`src/rtl/bcd_conv_arbiter.sv`:
```
// bcd_conv_arbiter
// Round-robin arbiter and sequencer that shares one iterative 6-bit
// binary-to-BCD converter (double dabble) among N_REQ requesters.
// The converter does one add-3/shift step per clock, so a conversion takes
// six SHIFT cycles plus one DONE cycle. After that the arbiter can accept
// the next request, which gives one result every 8 cycles under full load.
// All outputs are driven straight from flops.

module bcd_conv_arbiter #(
  parameter int N_REQ = 4,
  parameter int ID_W  = 2
) (
  input  logic                 clk,
  input  logic                 rst,
  input  logic [N_REQ-1:0]     req,
  input  logic [6*N_REQ-1:0]   data,
  output logic [N_REQ-1:0]     ack,
  output logic                 busy,
  output logic                 out_valid,
  output logic [ID_W-1:0]      out_id,
  output logic [3:0]           ones,
  output logic [3:0]           tens
);

  localparam int CW = ID_W + 1;

  typedef enum logic [1:0] {
    IDLE  = 2'd0,
    SHIFT = 2'd1,
    DONE  = 2'd2
  } state_t;

  state_t            state_q, state_d;
  logic [ID_W-1:0]   rr_ptr_q, rr_ptr_d;
  logic [5:0]        sreg_q, sreg_d;
  logic [7:0]        bcd_q, bcd_d;
  logic [2:0]        cnt_q, cnt_d;
  logic [ID_W-1:0]   id_q, id_d;
  logic [N_REQ-1:0]  ack_q, ack_d;
  logic              busy_q, busy_d;
  logic              out_valid_q, out_valid_d;
  logic [ID_W-1:0]   out_id_q, out_id_d;
  logic [3:0]        ones_q, ones_d;
  logic [3:0]        tens_q, tens_d;

  logic              win_found;
  logic [ID_W-1:0]   win_id;
  logic [CW-1:0]     cand;
  logic [5:0]        data_sel;
  logic [N_REQ-1:0]  win_onehot;
  logic [7:0]        bcd_adj;
  logic [13:0]       shifted;

  // Scan the requests starting at rr_ptr and wrapping modulo N_REQ; the first set bit wins
  always_comb begin
    win_found = 1'b0;
    win_id    = '0;
    cand      = '0;
    for (int k = 0; k < N_REQ; k++) begin
      cand = {1'b0, rr_ptr_q} + CW'(k);
      if (cand >= CW'(N_REQ)) begin
        cand = cand - CW'(N_REQ);
      end
      if (!win_found && req[cand[ID_W-1:0]]) begin
        win_found = 1'b1;
        win_id    = cand[ID_W-1:0];
      end
    end
  end

  // Select the winner's binary value and build its one-hot acknowledge
  always_comb begin
    data_sel   = '0;
    win_onehot = '0;
    for (int i = 0; i < N_REQ; i++) begin
      if (win_id == ID_W'(i)) begin
        data_sel      = data[6*i +: 6];
        win_onehot[i] = 1'b1;
      end
    end
  end

  // One double-dabble step: add 3 to each BCD nibble >= 5, then shift the binary MSB into the BCD LSB
  always_comb begin
    bcd_adj = bcd_q;
    if (bcd_q[3:0] >= 4'd5) begin
      bcd_adj[3:0] = bcd_q[3:0] + 4'd3;
    end
    if (bcd_q[7:4] >= 4'd5) begin
      bcd_adj[7:4] = bcd_q[7:4] + 4'd3;
    end
    shifted = {bcd_adj[6:0], sreg_q, 1'b0};
  end

  // Sequencer: next state, scratch registers and registered outputs
  always_comb begin
    state_d     = state_q;
    rr_ptr_d    = rr_ptr_q;
    sreg_d      = sreg_q;
    bcd_d       = bcd_q;
    cnt_d       = cnt_q;
    id_d        = id_q;
    ack_d       = '0;
    out_valid_d = 1'b0;
    out_id_d    = out_id_q;
    ones_d      = ones_q;
    tens_d      = tens_q;

    case (state_q)
      IDLE: begin
        if (win_found) begin
          sreg_d  = data_sel;
          bcd_d   = '0;
          cnt_d   = '0;
          id_d    = win_id;
          ack_d   = win_onehot;
          state_d = SHIFT;
        end
      end
      SHIFT: begin
        bcd_d  = shifted[13:6];
        sreg_d = shifted[5:0];
        cnt_d  = cnt_q + 3'd1;
        if (cnt_q == 3'd5) begin
          ones_d      = shifted[9:6];
          tens_d      = shifted[13:10];
          out_id_d    = id_q;
          out_valid_d = 1'b1;
          state_d     = DONE;
        end
      end
      DONE: begin
        if (id_q == ID_W'(N_REQ - 1)) begin
          rr_ptr_d = '0;
        end else begin
          rr_ptr_d = id_q + ID_W'(1);
        end
        state_d = IDLE;
      end
      default: begin
        state_d = IDLE;
      end
    endcase

    busy_d = (state_d != IDLE);
  end

  // State and output registers with synchronous reset; a reset mid-conversion discards the result
  always_ff @(posedge clk) begin
    if (rst) begin
      state_q     <= IDLE;
      rr_ptr_q    <= '0;
      sreg_q      <= '0;
      bcd_q       <= '0;
      cnt_q       <= '0;
      id_q        <= '0;
      ack_q       <= '0;
      busy_q      <= 1'b0;
      out_valid_q <= 1'b0;
      out_id_q    <= '0;
      ones_q      <= '0;
      tens_q      <= '0;
    end else begin
      state_q     <= state_d;
      rr_ptr_q    <= rr_ptr_d;
      sreg_q      <= sreg_d;
      bcd_q       <= bcd_d;
      cnt_q       <= cnt_d;
      id_q        <= id_d;
      ack_q       <= ack_d;
      busy_q      <= busy_d;
      out_valid_q <= out_valid_d;
      out_id_q    <= out_id_d;
      ones_q      <= ones_d;
      tens_q      <= tens_d;
    end
  end

  assign ack       = ack_q;
  assign busy      = busy_q;
  assign out_valid = out_valid_q;
  assign out_id    = out_id_q;
  assign ones      = ones_q;
  assign tens      = tens_q;

endmodule

```
`config.mk`:
```
export PLATFORM = sky130hd
export DESIGN_NAME = bcd_conv_arbiter
export DESIGN_NICKNAME = d
export VERILOG_FILES = /design/src/rtl/bcd_conv_arbiter.sv
export SDC_FILE = /design/constraint.sdc
export NUM_CORES = 1
export LEC_CHECK = 0
export ABC_CLOCK_PERIOD_IN_PS = 1550
export CAP_MARGIN = 25
export CORE_ASPECT_RATIO = 1.1
export CORE_MARGIN = 2
export CORE_UTILIZATION = 45
export DETAILED_ROUTE_END_ITERATION = 10
export PLACE_DENSITY = 0.85
export SYNTH_ARGS = -nofsm -noshare
export SYNTH_HDL_FRONTEND = slang
export SYNTH_SLANG_ARGS = --single-unit
export TNS_END_PERCENT = 50
```
`constraint.sdc`:
```
create_clock -name clk -period 1.55 [get_ports clk]
set_input_delay 0.3875 -clock clk [delete_from_list [all_inputs] [get_ports clk]]
set_output_delay 0.3875 -clock clk [all_outputs]
set_load 0.01 [all_outputs]
```
# Yosys cells after proc, flatten, opt, wreduce, memory -nomap -nowiden
# Index checks and enable logic that the tools add are counted.
# W data, S select, Z words.
dict set report op_classes {
  add_sub_neg 11
  n_eq_ne 8
  reduce_logical 15
  muxes 41
  bitwise_logic 3
  n_lt_le_gt_ge 10
}
# cell count
set ops {}
lappend ops {{$mux W6} 5}
lappend ops {{$mux W2} 11}
lappend ops {{$pmux W8 S2} 1}
lappend ops {{$mux W1} 13}
lappend ops {{$lt A2 B3 Y1 const B} 4}
lappend ops {{$pmux W6 S2} 1}
lappend ops {{$ge A3 B3 Y1 const B} 3}
lappend ops {{$bmux W1 S2} 4}
lappend ops {{$eq A2 B2 Y1 const B} 4}
lappend ops {{$ge A4 B3 Y1 const B} 2}
lappend ops {{$mux W8} 1}
lappend ops {{$sub A2 B1 Y2 const B} 4}
lappend ops {{$add A2 B2 Y3 const B} 2}
lappend ops {{$mux W3} 2}
lappend ops {{$pmux W3 S2} 1}
lappend ops {{$reduce_and A2 Y1} 3}
lappend ops {{$add A4 B2 Y4 const B} 1}
lappend ops {{$eq A2 B1 Y1 const B} 2}
lappend ops {{$logic_not A2 Y1} 2}
lappend ops {{$mux W4} 1}
lappend ops {{$pmux W2 S2} 1}
lappend ops {{$reduce_bool A2 Y1} 2}
lappend ops {{$add A2 B1 Y3 const B} 1}
lappend ops {{$add A3 B1 Y3 const B} 1}
lappend ops {{10 further kinds} 16}
dict set report totals {
  reg_bits 39
  elab_cells 100
}

# Logic depth before layout (Yosys ltp)
dict set report logic_depth {
  ltp_word 21
  mapped_depth 7
}

# Worst setup path after synthesis
# Ideal clock, no wire load.
dict set report synth_path {
  path_kind {reg-to-reg}
  startpoint {register rr_ptr_q[1]}
  endpoint {register sreg_q[5]}
  setup_time_ps 86
  path_stages_with_launch 7
  slack_ps 62
  synth_period_minus_slack_ps 1488
  arrival_ps 1401
  required_time_ps 1464
  path_cell_list {dfxtp_1 -> buf_6 -> and2_4 -> and2_4 -> or3_4 -> and2_4 -> a221oi_2}
}
dict set report synth_via {
  elab_chain_len 21
}
# element line
set synth_rtl {}
lappend synth_rtl {{start: declaration} 34} ;# logic [ID_W-1:0] rr_ptr_q, rr_ptr_d;
lappend synth_rtl {{start signal: assignment} 165} ;# rr_ptr_q <= rr_ptr_d;
lappend synth_rtl {{parallel branches: the longest is 21 deep, another holds $add A2 B1 Y3} n/a}
lappend synth_rtl {{end signal: assignment} 166} ;# sreg_q <= sreg_d;
lappend synth_rtl {{end: declaration} 35} ;# logic [5:0] sreg_q, sreg_d;
# Parallel ways; which one is timed is not known. The select of a mux whose other input is x is not followed.
# A chain may end at the register's enable or synchronous reset.

# Worst setup path in the final report
# Same ends and word-level chain as after synthesis.

==> results.md <==
* Status: finished clean
* Number of global-route vias before repair at 1896
* CTS tree: yes
* Sw Ratio at 0.265
* RSZ-0062 raised after global routing: true
* Synth unique cells at 53
* DRT iter0 DRCs at 180
* Comb pwr share at 0.179
* Final Hold Fails at 0
* Worst setup SP type: flip-flop
* DP Area at 2760 um2
* Die area at 5060 um2
* Worst R2R Start: rr_ptr_q[1]
* Top cell type's share of synthesized area at 0.385
* Routability cong. at 0.894
* Core area at 4320 um2
* Die Width at 68.0 um
* Hold Path Class: flip-flop to flip-flop
* Layout cell share with drive strength beyond 1 at 0.289
* Worst EP required at 1760 ps
* Clk network pwr share at 0.321
* Reg2reg end: sreg_q[5]
* Syn Area/Cell at 8.48 um2
* Max FO, Critical Path at 9
* Nets at 358
* Reg clk slew, reported paths at 70 ps
* # rows at 25
* Hold_ws at 454 ps
* Final instance area at 2980 um2
* Yosys top cell by area: dfxtp_1
* I/O Buffers at 45
* Slowest stage delay, CP at 380 ps
* Clk_skew at 4.18 ps
* Hold_sp: ones[1]
* Sequential Area at 790 um2
* Register bit total from synthesis at 39
* Final worst-path cycle share at 0.985
* Initial core utilization at 0.470
* CP endpoint kind: flip-flop
* F_max at 655 MHz
* GRT Overall Usage at 0.233
* Antenna diodes at 0
* Hold buffer count at cts at 0
* First-pass GRT wire length at 8900 um
* Mapped Nets at 276
* Final non-filler cell total at 376
* Fillers at 315
* Initial antenna violation count at 0
* Ys Warns at 0
* Cell family with most CP delay: simple AND/OR/NAND/NOR gates
* Worst hold endpoint: ones[1]
* Synth area leaders: dfxtp_1, a21oi_1, nand2_1
* Dpl hpwl at 4080 um
* Number of enable flip-flop cells after synthesis at 0
* Crit path buf inv count at 0
* Mapped cell area at 2030 um2
* LEAKAGE at 1.30 nW
* DRC at 0
* Area taken by multi-input logic gates at 1250 um2
* Max-cap violation count at 0
* Seq pwr share at 0.501
* First-pass detailed-route iteration total at 5
* Maximum root-to-sink buffer count at 2
* Routed wire length at 5870 um
* Number of buffers created by CTS at 5
* Peak supply drop at 0.428 mV
* Total via count in the routed design at 2120
* Grt ovf at 0
* Synthesized instance count at 239
* Worst skew pair latency at 290 ps
* Sw power at 554 uW
* Post-DRT Antenna Nets at 0
* Critical path class: flip-flop to flip-flop
* Placed Cells at 364
* WL/cell at 15.6 um
* Slew of the pin with the lowest slew margin at 378 ps
* Clock Sinks at 39
* Critical path's most frequent cell: and2_4
* Largest net degree at the start of global routing at 19
* R2r setup slk at 20 ps
* Fin crit period at 1530 ps
* Rel. slew slack at 0.748
* Final number of max-transition violations at 0
* Die Height at 74.4 um
* Root Buffer: clkbuf_8
* CP arrival at 1740 ps
* Slowest-stage cell, CP: dfxtp_4
* Power Internal at 1.54 mW
* Ys async rst share at 0
* Fin worst setup slack at 23.9 ps
* Hold Crit Depth at 2
* Dpl ws at -614 ps
* DR vias/cell at 5.64
* Io pins at 46
* Cell Chain, Critical Path: and2_4 > and2_4 > or3_4 > and2_4 > a221oi_2
* H-tree Lvls at 2
* Register area share after synthesis at 0.385
* Top FF cell, synth: dfxtp_1
* Pwr Density at 702 nW/um2
* Reg2Reg Depth at 5
* Synth-to-Final Area Change at 47.2%
* Final setup viols at 0
## layout by cell type (no fill, tap or decap), types with 3 or more instances in the layout
cell type and instances:
nor3_1 8, dfxtp_2 4, clkbuf_8 5, nor2_1 15
mux2i_1 4, o21ai_0 5, a21oi_2 6, a21oi_1 19
and2_4 3, buf_4 40, a22oi_1 5, nand2_1 29
dlymetal6s2s_1 8, a21boi_0 3, buf_2 3, o211ai_1 3
dlygate4sd2_1 6, ha_1 7, and3_1 3, clkdlybuf4s50_1 27
nand2b_1 4, dfxtp_1 34, inv_1 10, nand3_1 8
a211oi_1 5, inv_2 3
## cells in the mapped netlist, types with 4 or more instances
| cell type | n |
|---|---|
| dfxtp_1 | 39 |
| nand2_1 | 29 |
| a21oi_1 | 25 |
| nor2_1 | 16 |
| inv_1 | 12 |
| nand3_1 | 8 |
| nor3_1 | 8 |
| ha_1 | 7 |
| nand2b_1 | 7 |
| a211oi_1 | 6 |
| o21ai_0 | 6 |
| a22oi_1 | 5 |
| buf_2 | 4 |
| clkbuf_1 | 4 |
| mux2i_1 | 4 |
## worst max path at each step
stage                            from  depth (start not counted)   endpoint
after floorplan           rr_ptr_q[1]                          6  sreg_q[5]
after global routing      rr_ptr_q[1]                          5  sreg_q[2]
after global placement         req[0]                          6  sreg_q[5]
after CTS                     ones[1]                          1    ones[1]
after detailed placement       req[0]                          6  sreg_q[0]
final                     rr_ptr_q[1]                          5  sreg_q[5]
## worst min-delay path, cell delays in order (launching register included)
cell and delay (ps):
dfxtp_1 310, nand2_1 50, a21oi_1 50
## metrics by stage
step	power, mW	utilization	TNS, ps
final	2.09	0.691	0
after global routing	2.18	0.691	-68.6
after CTS	2.07	0.663	0
after detailed placement	1.41	0.638	-11850
after global placement	1.40	0.638	-10910
after floorplan	1.23	-	0
## logic make-up (layout without fill, tap and decap cells)
logic type | after synthesis | count (layout) | synth area share
xor gates and xnor gates | 2 | 2 | 0.00864
DFF | 39 | 39 | 0.385
buffers and inverters | 23 | 106 | 0.0537
AOI/OAI and AO/OA | 76 | 76 | 0.265
and+or+nand+nor | 88 | 88 | 0.224
muxes | 4 | 4 | 0.0198
adders and majority gates | 7 | 7 | 0.0432
## power groups by stage
stage / clock [mW] / sequential, mW / combinational, mW
floorplan: 0 / 1.07 / 0.158
global placement: 0 / 1.07 / 0.331
detailed placement: 0 / 1.07 / 0.339
CTS: 0.671 / 1.05 / 0.346
global route: 0.727 / 1.05 / 0.401
finish: 0.671 / 1.05 / 0.374
## sequential cells by signal, summed over array words and instances (netlist names), 3 cells and up
signal and flops:
ack 4, bcd_q 8, cnt_q 3, ones 4, sreg_q 6, tens 4
## area by class of cell
class,count,share of cell area
Clock buffer,7,0.0256
Clock inverter,1,0.00168
Inverter,13,0.0164
Multi-Input combinational cell,177,0.420
Sequential cell,39,0.265
Tap cell,54,0.0227
Timing Repair Buffer,85,0.249
## layer usage
metal	vias up	global-route usage	wire length [um]
met2	94	0.362	2960
met1	992	0.315	2460
li1	1022	-	-
met4	0	0.0889	100
met3	12	0.0499	347
met5	-	0	0
## repair_timing
| item | CTS | global route |
|---|---|---|
| gates cloned | 0 | 0 |
| pin swaps | 5 | 10 |
| buffers inserted | 1 | 3 |
| setup endpoints to repair | 36 | 29 |
| resized for setup | 25 | 38 |
No activity file was read; power rests on OpenSTA's default activity.
